`src/rtl/sram_if_pkg.sv`:
```
`default_nettype none
// ============================================================================
// Module      : sram_if_pkg
// Description : Size encodings and request payload type shared by SRAM-port blocks.
// Revision    : 1.0
// ============================================================================
package sram_if_pkg;

    localparam logic [1:0] SZ_BYTE = 2'd0;
    localparam logic [1:0] SZ_HALF = 2'd1;
    localparam logic [1:0] SZ_WORD = 2'd2;

    typedef struct packed {
        logic        wr;
        logic [1:0]  size;
        logic [3:0]  wstrb;
        logic [31:0] addr;
        logic [31:0] wdata;
    } sram_req_t;

endpackage
`default_nettype wire

```
`src/rtl/sram_grant_fifo.sv`:
```
`default_nettype none
// ============================================================================
// Module      : sram_grant_fifo
// Description : Synchronous FIFO of grantee indices with full/empty/count flags.
// Revision    : 1.0
// ============================================================================
module sram_grant_fifo #(
    parameter  int WIDTH = 1,
    parameter  int DEPTH = 4,
    localparam int PTR_W = $clog2(DEPTH),
    localparam int CNT_W = PTR_W + 1
) (
    input  logic             clk,
    input  logic             rst,
    input  logic             i_push,
    input  logic [WIDTH-1:0] i_wdata,
    input  logic             i_pop,
    output logic [WIDTH-1:0] o_rdata,
    output logic             o_full,
    output logic             o_empty,
    output logic [CNT_W-1:0] o_count
);

    logic [WIDTH-1:0] r_mem [DEPTH];
    logic [PTR_W-1:0] r_wr_ptr;
    logic [PTR_W-1:0] r_rd_ptr;
    logic [CNT_W-1:0] r_count;
    logic             w_push;
    logic             w_pop;

    // Full comes from the registered count only, so a same-cycle pop never frees a slot.
    assign o_full  = (r_count == CNT_W'(DEPTH));
    assign o_empty = (r_count == '0);
    assign o_count = r_count;
    assign o_rdata = r_mem[r_rd_ptr];

    assign w_push = i_push && !o_full;
    assign w_pop  = i_pop  && !o_empty;

    always_ff @(posedge clk or posedge rst) begin
        if (rst) begin
            r_wr_ptr <= '0;
            r_rd_ptr <= '0;
            r_count  <= '0;
        end else begin
            if (w_push) r_wr_ptr <= r_wr_ptr + PTR_W'(1);
            if (w_pop)  r_rd_ptr <= r_rd_ptr + PTR_W'(1);
            if (w_push && !w_pop)      r_count <= r_count + CNT_W'(1);
            else if (w_pop && !w_push) r_count <= r_count - CNT_W'(1);
        end
    end

    always_ff @(posedge clk) begin
        if (w_push) r_mem[r_wr_ptr] <= i_wdata;
    end

endmodule
`default_nettype wire

```
`src/rtl/sram_req_arbiter.sv`:
```
`default_nettype none
// ============================================================================
// Module      : sram_req_arbiter
// Description : Round-robin sharing of one SRAM request port among NUM_MST masters,
//               with in-order routing of responses back to the accepted master.
// Revision    : 1.0
// ============================================================================
module sram_req_arbiter
    import sram_if_pkg::*;
#(
    parameter  int NUM_MST   = 2,
    parameter  int MAX_OUTST = 4,
    localparam int IDX_W     = $clog2(NUM_MST),
    localparam int CNT_W     = $clog2(MAX_OUTST) + 1
) (
    input  logic                  aclk,
    input  logic                  areset,
    input  logic [NUM_MST-1:0]    m_req,
    input  logic [NUM_MST-1:0]    m_wr,
    input  logic [2*NUM_MST-1:0]  m_size,
    input  logic [4*NUM_MST-1:0]  m_wstrb,
    input  logic [32*NUM_MST-1:0] m_addr,
    input  logic [32*NUM_MST-1:0] m_wdata,
    output logic [NUM_MST-1:0]    m_addr_ok,
    output logic [NUM_MST-1:0]    m_data_ok,
    output logic [31:0]           m_rdata,
    output logic                  s_req,
    output logic                  s_wr,
    output logic [1:0]            s_size,
    output logic [3:0]            s_wstrb,
    output logic [31:0]           s_addr,
    output logic [31:0]           s_wdata,
    input  logic                  s_addr_ok,
    input  logic                  s_data_ok,
    input  logic [31:0]           s_rdata,
    output logic [CNT_W-1:0]      outst_cnt,
    output logic                  err_spurious
);

    logic [IDX_W-1:0] r_rr_ptr;
    logic             r_lock;
    logic [IDX_W-1:0] r_locked_idx;
    logic             r_err;

    sram_req_t        w_pl [NUM_MST];
    sram_req_t        w_sel;
    logic [IDX_W-1:0] w_rr_idx;
    logic [IDX_W-1:0] w_grant_idx;
    logic [IDX_W-1:0] w_head_idx;
    logic             w_any;
    logic             w_s_req;
    logic             w_accept;
    logic             w_pop;
    logic             w_spurious;
    logic             w_fifo_full;
    logic             w_fifo_empty;
    logic [CNT_W-1:0] w_fifo_count;

    // First requester at or after ptr, searching circularly.
    function automatic logic [IDX_W-1:0] f_rr_pick(
        input logic [NUM_MST-1:0] req,
        input logic [IDX_W-1:0]   ptr
    );
        logic [IDX_W-1:0] pick;
        logic             found;
        int               cand;
        pick  = ptr;
        found = 1'b0;
        for (int k = 0; k < NUM_MST; k++) begin
            cand = (int'(ptr) + k) % NUM_MST;
            if (!found && req[cand[IDX_W-1:0]]) begin
                pick  = cand[IDX_W-1:0];
                found = 1'b1;
            end
        end
        return pick;
    endfunction

    generate
        for (genvar gi = 0; gi < NUM_MST; gi++) begin : g_unpack
            assign w_pl[gi] = {m_wr[gi], m_size[2*gi +: 2], m_wstrb[4*gi +: 4],
                               m_addr[32*gi +: 32], m_wdata[32*gi +: 32]};
        end
    endgenerate

    assign w_any       = |m_req;
    assign w_rr_idx    = f_rr_pick(m_req, r_rr_ptr);
    assign w_grant_idx = r_lock ? r_locked_idx : w_rr_idx;
    assign w_sel       = w_pl[w_grant_idx];

    assign w_s_req    = w_any && m_req[w_grant_idx] && !w_fifo_full;
    assign w_accept   = w_s_req && s_addr_ok;
    assign w_pop      = s_data_ok && !w_fifo_empty;
    assign w_spurious = s_data_ok && w_fifo_empty;

    sram_grant_fifo #(
        .WIDTH (IDX_W),
        .DEPTH (MAX_OUTST)
    ) u_grant_fifo (
        .clk     (aclk),
        .rst     (areset),
        .i_push  (w_accept),
        .i_wdata (w_grant_idx),
        .i_pop   (w_pop),
        .o_rdata (w_head_idx),
        .o_full  (w_fifo_full),
        .o_empty (w_fifo_empty),
        .o_count (w_fifo_count)
    );

    // Every output is forced low while reset is asserted, including the pass-through paths.
    assign s_req   = w_s_req && !areset;
    assign s_wr    = areset ? 1'b0  : w_sel.wr;
    assign s_size  = areset ? 2'b00 : w_sel.size;
    assign s_wstrb = areset ? 4'h0  : w_sel.wstrb;
    assign s_addr  = areset ? 32'h0 : w_sel.addr;
    assign s_wdata = areset ? 32'h0 : w_sel.wdata;
    assign m_rdata = areset ? 32'h0 : s_rdata;

    always_comb begin
        m_addr_ok = '0;
        m_data_ok = '0;
        if (w_accept && !areset) m_addr_ok[w_grant_idx] = 1'b1;
        if (w_pop && !areset)    m_data_ok[w_head_idx]  = 1'b1;
    end

    assign outst_cnt    = w_fifo_count;
    assign err_spurious = r_err;

    always_ff @(posedge aclk or posedge areset) begin
        if (areset) begin
            r_rr_ptr     <= '0;
            r_lock       <= 1'b0;
            r_locked_idx <= '0;
            r_err        <= 1'b0;
        end else begin
            if (w_spurious) r_err <= 1'b1;
            if (w_accept) begin
                r_rr_ptr <= (w_grant_idx == IDX_W'(NUM_MST - 1)) ? '0 : w_grant_idx + IDX_W'(1);
                r_lock   <= 1'b0;
            end else if (w_s_req) begin
                r_lock       <= 1'b1;
                r_locked_idx <= w_grant_idx;
            end else if (r_lock && !m_req[r_locked_idx]) begin
                r_lock <= 1'b0;
            end
        end
    end

endmodule
`default_nettype wire

```
`config.mk`:
```
export PLATFORM = sky130hd
export DESIGN_NAME = sram_req_arbiter
export DESIGN_NICKNAME = d
export VERILOG_FILES = /design/src/rtl/sram_if_pkg.sv /design/src/rtl/sram_grant_fifo.sv /design/src/rtl/sram_req_arbiter.sv
export SDC_FILE = /design/constraint.sdc
export NUM_CORES = 1
export LEC_CHECK = 0
export BUFFER_PORTS_ARGS = -buffer_cell sky130_fd_sc_hd__buf_2
export CAP_MARGIN = 20
export CORE_AREA = 3 3 111 113
export DETAILED_ROUTE_END_ITERATION = 7
export DIE_AREA = 0 0 114 116
export GPL_ROUTABILITY_DRIVEN = 0
export PLACE_DENSITY = 0.66
export SKIP_CTS_REPAIR_TIMING = 1
export SYNTH_ARGS = -nofsm -noshare
export SYNTH_HDL_FRONTEND = slang
export SYNTH_SLANG_ARGS = --single-unit
```
`constraint.sdc`:
```
create_clock -name aclk -period 6.5 [get_ports aclk]
set_clock_uncertainty 0.05 [all_clocks]
set_input_delay 1.3 -clock aclk [delete_from_list [all_inputs] [get_ports aclk]]
set_output_delay 1.3 -clock aclk [all_outputs]
set_load 0.01 [all_outputs]
```
==> results.json, run 1 <==
{
  "period_share": 0.711,
  "crit_required_ps": 5150,
  "crit_family": "buffers and inverters",
  "synth_top_cell_area_share": 0.294,
  "dp_hpwl_um": 8260,
  "drive_gt1_frac": 0.498,
  "synth_edf_count": 4,
  "die-area_um2": 13200,
  "routed_wl_um": 9690,
  "arrival_ps": 3270,
  "die_w_um": 114,
  "synth-async-reset-ratio": 0.733,
  "initialDrtViolationCount": 218,
  "synth_top_flop_cell": "dfrtp_1",
  "clock-sinks": 15,
  "ant_nets": 0,
  "area_growth_pct": 67.5,
  "max_cap_violations": 0,
  "vias": 3245,
  "ctsHtreeMaxLevel": 1,
  "tns_ps": 0,
  "syn_inst": 346,
  "synth_area_leaders": "mux2i_1 (29%), nand2_1 (23%), dfrtp_1 (11%), nor2b_1 (8.3%), edfxtp_1 (5.0%)",
  "grt_pass1_wl_um": 13200,
  "ys_ff_latch": 15,
  "clkTransAtPathRegs_ps": 50,
  "place_area_um2": 3970,
  "finalHoldViolCount": 0,
  "yosysUniqueCellTypes": 35,
  "pin_count": 292,
  "hold_path_startpoint": "err_spurious$_DFFE_PP0P_",
  "coreArea_um2": 11400,
  "cp_common_cell": "buf_2",
  "start_kind": "primary input",
  "grt_usage": 0.121,
  "yosysWarnings": 0,
  "cp-end-kind": "output pin",
  "grt_max_degree": 119,
  "slowest_stage": "inv_4",
  "rows": 39,
  "cts_tree": "built",
  "drtPass1Iterations": 4,
  "cp-startpoint": "areset",
  "worst-slew-pin-transition_ps": 1000,
  "die_y_um": 116,
  "fin_util": 0.354,
  "antenna_found_initial": 0,
  "ir_drop_uv": 118,
  "overflow": 0,
  "syn_avg_cell_area_um2": 6.98,
  "crit_buf_inv": 4,
  "crit_type": "in -> out",
  "syn_area_um2": 2420,
  "ys_seq_area_frac": 0.164,
  "slowest_delay_ps": 770,
  "status": "finished clean",
  "clock-root-buffer": "clkbuf_16",
  "final_net_count": 810,
  "numCtsBuffers": 3,
  "port_buffers": 291,
  "start_util": 0.212,
  "powerDensity_nw_per_um2": 274,
  "synth_nets": 532,
  "antenna_cells": 0,
  "clkLatencyLatePin_ps": 240,
  "power.total_mw": 1.11,
  "finalSetupViolations": 0,
  "cp_max_fo": 118,
  "viasPerCell": 4.24,
  "rsz0062_at_grt": "no",
  "r2r_start": "u_grant_fifo.o_count[0]$_DFFE_PP0P_",
  "fin_area_um2": 4050,
  "hold_path_class": "reg -> reg",
  "slew_headroom": 0.331,
  "grt_pass1_vias": 2703,
  "slew_violations": 0,
  "min_period_ps": 4620,
  "drc": 0,
  "post_drt_wl_per_cell_um": 12.7,
  "clockBufferDepth": 2,
  "yosysTopAreaCell": "mux2i_1",
  "max_freq_mhz": 216,
  "p_leak_nw": 2.46,
  "cp_cell_sequence": "buf_2, inv_4, buf_4, nand2_1, mux2i_1, buf_2"
}
stage by stage:
| step | setup WS (ps) | cells | hold slack, ps |
|---|---|---|---|
| floorplan | 2530 | 346 | 400 |
| global placement | 1880 | 762 | 393 |
| detailed placement | 1840 | 762 | 398 |
| CTS | 1840 | 766 | 409 |
| global route | 1650 | 766 | 420 |
| finish | 1880 | 766 | 409 |
cells by family (layout without fill, tap and decap cells):
group / after synthesis / after routing / synth area share
multiplexers: 74 / 74 / 0.313
AO/OA/AOI/OAI: 10 / 10 / 0.0290
buffers and inverters: 35 / 312 / 0.0761
XOR/XNOR: 6 / 6 / 0.0218
adder cells (fa/ha/maj): 6 / 6 / 0.0342
AND/OR/NAND/NOR: 200 / 200 / 0.363
flip-flops: 15 / 15 / 0.164
flip-flops by register name (all words and copies together), names as in the netlist:
register / cells
u_grant_fifo.o_count: 3
r_locked_idx: 1
u_grant_fifo.r_rd_ptr: 2
r_lock: 1
r_rr_ptr: 1
u_grant_fifo.r_mem: 4
u_grant_fifo.r_wr_ptr: 2
err_spurious: 1
layer usage:
metal / GRT usage / wire (µm) / up-vias / share of wire
li1: - / - / 1668 / -
met1: 0.163 / 3930 / 1380 / 0.41
met2: 0.212 / 4840 / 192 / 0.50
met3: 0.0198 / 890 / 5 / 0.092
met4: 0.0119 / 31 / 0 / 0.0032
met5: 0 / 0 / - / 0
cell usage in the layout, fill, tap and decap left out, types with 2 or more instances in the layout:
cell	netlist	routed
buf_2	3	291
nand2_1	146	146
mux2i_1	71	71
nor2b_1	32	32
dfrtp_1	11	11
buf_4	1	9
inv_1	6	6
nor2_1	6	6
ha_1	5	5
and2_1	4	4
edfxtp_1	4	4
xnor2_1	3	3
nor3_1	3	3
xor2_1	3	3
nor3b_1	3	3
clkbuf_16	0	3
mux2_2	2	2
a21oi_1	2	2
and3_1	2	2
o21ai_0	2	2
cell type report:
type | instances | area, µm²
inverter | 8 | 32.5
clock buffer | 4 | 78.8
tap | 143 | 179
fill | 1264 | 7370
sequential | 15 | 395
timing repair buffer | 300 | 1520
multi-input combinational | 296 | 1840
path summary, 6_finish.rpt:
kind | end | slack (ps) | cells after the start
setup / recovery | s_addr[20] | 1880 | 6
max in group asynchronous | u_grant_fifo.r_wr_ptr[0]$_DFFE_PP0P_ | 4150 | 3
min in group asynchronous | u_grant_fifo.r_rd_ptr[1]$_DFFE_PP0P_ | 2090 | 3
hold / removal | err_spurious$_DFFE_PP0P_ | 410 | 1
hold reg to reg | err_spurious$_DFFE_PP0P_ | 410 | 1
setup reg to reg | u_grant_fifo.o_count[1]$_DFFE_PP0P_ | 4200 | 6
power by group:
group / internal (mW) / leakage [nW] / switching [mW]
clock: 0.0828 / 0.0382 / 0.0341
combinational: 0.393 / 2.26 / 0.415
sequential: 0.142 / 0.160 / 0.0401
total: 0.618 / 2.46 / 0.489
Yosys cell counts, drive strengths merged (2+ instances only):
cell type	number
nand2	146
mux2i	71
nor2b	32
clkbuf	16
buf	11
dfrtp	11
inv	8
nor2	6
ha	5
and2	4
edfxtp	4
nor3	3
nor3b	3
xnor2	3
xor2	3
a21oi	2
and3	2
mux2	2
o21ai	2
worst register-to-register path: stages, from the launching register on:
cell and delay, ps:
dfrtp_1 450, or3b_4 460, o2111a_1 230, ha_1 250
inv_1 80, fa_1 400, mux2_2 260
Power figures use the tool's default switching activity.
==> inputs of run 2 (changes only) <==
--- a/config.mk
+++ b/config.mk
@@ -5,13 +5,14 @@
 export SDC_FILE = /design/constraint.sdc
 export NUM_CORES = 1
 export LEC_CHECK = 0
+export ABC_AREA = 1
 export BUFFER_PORTS_ARGS = -buffer_cell sky130_fd_sc_hd__buf_2
 export CAP_MARGIN = 20
-export CORE_AREA = 3 3 111 113
+export CORE_AREA = 3 3 112 114
 export DETAILED_ROUTE_END_ITERATION = 7
-export DIE_AREA = 0 0 114 116
+export DIE_AREA = 0 0 115 117
 export GPL_ROUTABILITY_DRIVEN = 0
-export PLACE_DENSITY = 0.66
+export PLACE_DENSITY = 0.62
 export SKIP_CTS_REPAIR_TIMING = 1
 export SYNTH_ARGS = -nofsm -noshare
 export SYNTH_HDL_FRONTEND = slang
==> constraint.sdc (replaced) <==
create_clock -name aclk -period 4.7 [get_ports aclk]
set_clock_uncertainty 0.05 [all_clocks]
set_input_delay 0.94 -clock aclk [delete_from_list [all_inputs] [get_ports aclk]]
set_output_delay 0.94 -clock aclk [all_outputs]
set_load 0.01 [all_outputs]
==> run 2 against run 1 <==
Compared with the run above:
- non-clock buffer count shrank 5
- highest routed layer unchanged
- largest cell class is now non-clock buffers
- total power rose by 40%
- sequential cell count stayed put
- setup slack got worse by 910 ps
- critical path depth is 6 higher
- critical endpoint is now m_addr_ok[0]
- largest power group unchanged
- sequential share of layout area up 0.74 points
- clock power grew 42%
- final area is 7.0% lower
- via count up 5.1%
==> results.json, run 2 <==
{
  "area_growth_pct": 74.3,
  "ys_ff_latch": 15,
  "crit_type": "in -> out",
  "cp_max_fo": 78,
  "yosysMostFrequentCell": "nor2_1",
  "crit_required_ps": 3710,
  "yosysUniqueCellTypes": 32,
  "clkTransAtPathRegs_ps": 50,
  "overflow": 0,
  "max_freq_mhz": 268,
  "final_common_cell": "buf_2",
  "pin_count": 292,
  "powerDensity_nw_per_um2": 412,
  "rows": 39,
  "synth_nets": 585,
  "syn_area_um2": 2160,
  "worst-slew-pin-transition_ps": 810,
  "syn_inst": 399,
  "arrival_ps": 2740,
  "grt_pass1_vias": 2995,
  "min_period_ps": 3730,
  "vias": 3412,
  "drive_gt1_frac": 0.458,
  "finalSetupViolations": 0,
  "ir_drop_uv": 351,
  "synth_top_cell_area_share": 0.318,
  "p_leak_nw": 2.37,
  "clockBufferDepth": 2,
  "clock-sinks": 15,
  "synth_edf_count": 4,
  "drtPass1Iterations": 4,
  "synth_top_flop_cell": "dfrtp_1",
  "numCtsBuffers": 3,
  "ant_nets": 0,
  "max_cap_violations": 0,
  "post_drt_wl_per_cell_um": 13.0,
  "grt_usage": 0.136,
  "yosysTopAreaCell": "nor2_1",
  "synth_area_leaders": "nor2_1 (32%), o21ai_1 (14%), dfrtp_1 (13%), inv_1 (8.5%), edfxtp_1 (5.6%)",
  "die-area_um2": 13500,
  "final_net_count": 859,
  "tns_ps": 0,
  "routed_wl_um": 10600,
  "synth-async-reset-ratio": 0.733,
  "most-common-layout-cells": "buf_2 (291), nor2_1 (183), o21ai_1 (59), inv_1 (48), nand2_1 (20)",
  "ys_seq_area_frac": 0.183,
  "grt_pass1_wl_um": 15000,
  "top_register": "u_grant_fifo.r_mem",
  "slew_headroom": 0.460,
  "cts_tree": "built",
  "hold_path_class": "reg -> reg",
  "initialDrtViolationCount": 244,
  "clkLatencyLatePin_ps": 250,
  "port_buffers": 291,
  "clock-root-buffer": "clkbuf_16",
  "status": "finished clean",
  "syn_avg_cell_area_um2": 5.41,
  "die_w_um": 115,
  "antenna_cells": 0,
  "ctsHtreeMaxLevel": 1,
  "synth_common_cells": "nor2_1 (183), o21ai_1 (59), inv_1 (49)",
  "yosysWarnings": 0,
  "fin_area_um2": 3760,
  "drc": 0,
  "grt_max_degree": 79,
  "finalHoldViolCount": 0,
  "viasPerCell": 4.19,
  "cp-end-kind": "output pin",
  "slew_violations": 0,
  "antenna_found_initial": 0,
  "dp_hpwl_um": 8500,
  "start_util": 0.188,
  "place_area_um2": 3680,
  "period_share": 0.795,
  "coreArea_um2": 11500,
  "die_y_um": 117,
  "largest_reg_flops": 4,
  "rsz0062_at_grt": "no",
  "start_kind": "primary input"
}
run 2: changes by cell type in the layout (fill, tap and decap cells not counted), sizes merged, moves of 4 or more:
cell,change
nand4,+4
mux2i,-71
inv,+42
buf,-5
o21ai,+70
nor2,+177
nor2b,-32
nand2,-123
run 2: logic make-up (layout without fill, tap and decap cells):
| logic type | after synthesis | after routing | share of synthesized area |
|---|---|---|---|
| adders and majority gates | 6 | 6 | 0.0382 |
| DFF | 15 | 15 | 0.183 |
| buffers and inverters | 77 | 350 | 0.166 |
| xor gates and xnor gates | 4 | 4 | 0.0162 |
| and+or+nand+nor | 217 | 217 | 0.400 |
| AOI/OAI and AO/OA | 80 | 80 | 0.196 |
run 2: metal layers:
metal	share of wire	track usage	up-vias
met3	0.099	0.0247	10
li1	-	-	1780
met5	0	0	-
met4	0.011	0.0219	0
met1	0.43	0.189	1441
met2	0.46	0.226	181
run 2: critical path: stages:
cell	delay, ps
buf_2	120
inv_1	50
nand2_1	40
nand2_1	50
nand2_1	70
nand2_2	80
buf_4	640
nand2_1	210
nand2_4	160
nand4_1	110
nor2_1	110
buf_2	140
run 2: worst paths after layout:
check	start	end	slack, ps	cells past startpoint
min in group asynchronous	areset	u_grant_fifo.r_wr_ptr[0]$_DFFE_PP0P_	1190	3
max in group asynchronous	areset	u_grant_fifo.r_rd_ptr[0]$_DFFE_PP0P_	3230	3
min reg2reg	err_spurious$_DFFE_PP0P_	err_spurious$_DFFE_PP0P_	450	1
max reg2reg	r_lock$_DFFE_PP0P_	u_grant_fifo.o_count[2]$_DFFE_PP0P_	1650	14
max	m_req[0]	m_addr_ok[0]	970	12
min	err_spurious$_DFFE_PP0P_	err_spurious$_DFFE_PP0P_	450	1
run 2: per-stage QoR:
step | setup slack (ps) | util | total power [mW] | hold WS [ps] | instances
6_report | 966 | 0.327 | 1.55 | 446 | 815
5_1_grt | 742 | 0.327 | 1.71 | 457 | 815
4_1_cts | 952 | 0.327 | 1.57 | 450 | 815
3_5_place_dp | 939 | 0.320 | 1.39 | 429 | 811
3_3_place_gp | 990 | 0.320 | 1.38 | 424 | 811
2_1_floorplan | 1770 | - | 1.01 | 392 | 399
run 2: final cells by class:
type | count | area [µm²]
inverters | 51 | 193
well taps | 143 | 179
clock buffers | 4 | 78.8
multi-input cells | 307 | 1410
flip-flops and latches | 15 | 395
repair buffers | 295 | 1510
fillers | 1290 | 7750
run 2: report_power, final:
| part | switching, mW | internal, mW | total, mW |
|---|---|---|---|
| registers | 0.0540 | 0.195 | 0.249 |
| clock network | 0.0514 | 0.115 | 0.166 |
| logic | 0.731 | 0.404 | 1.13 |
| total | 0.836 | 0.713 | 1.55 |
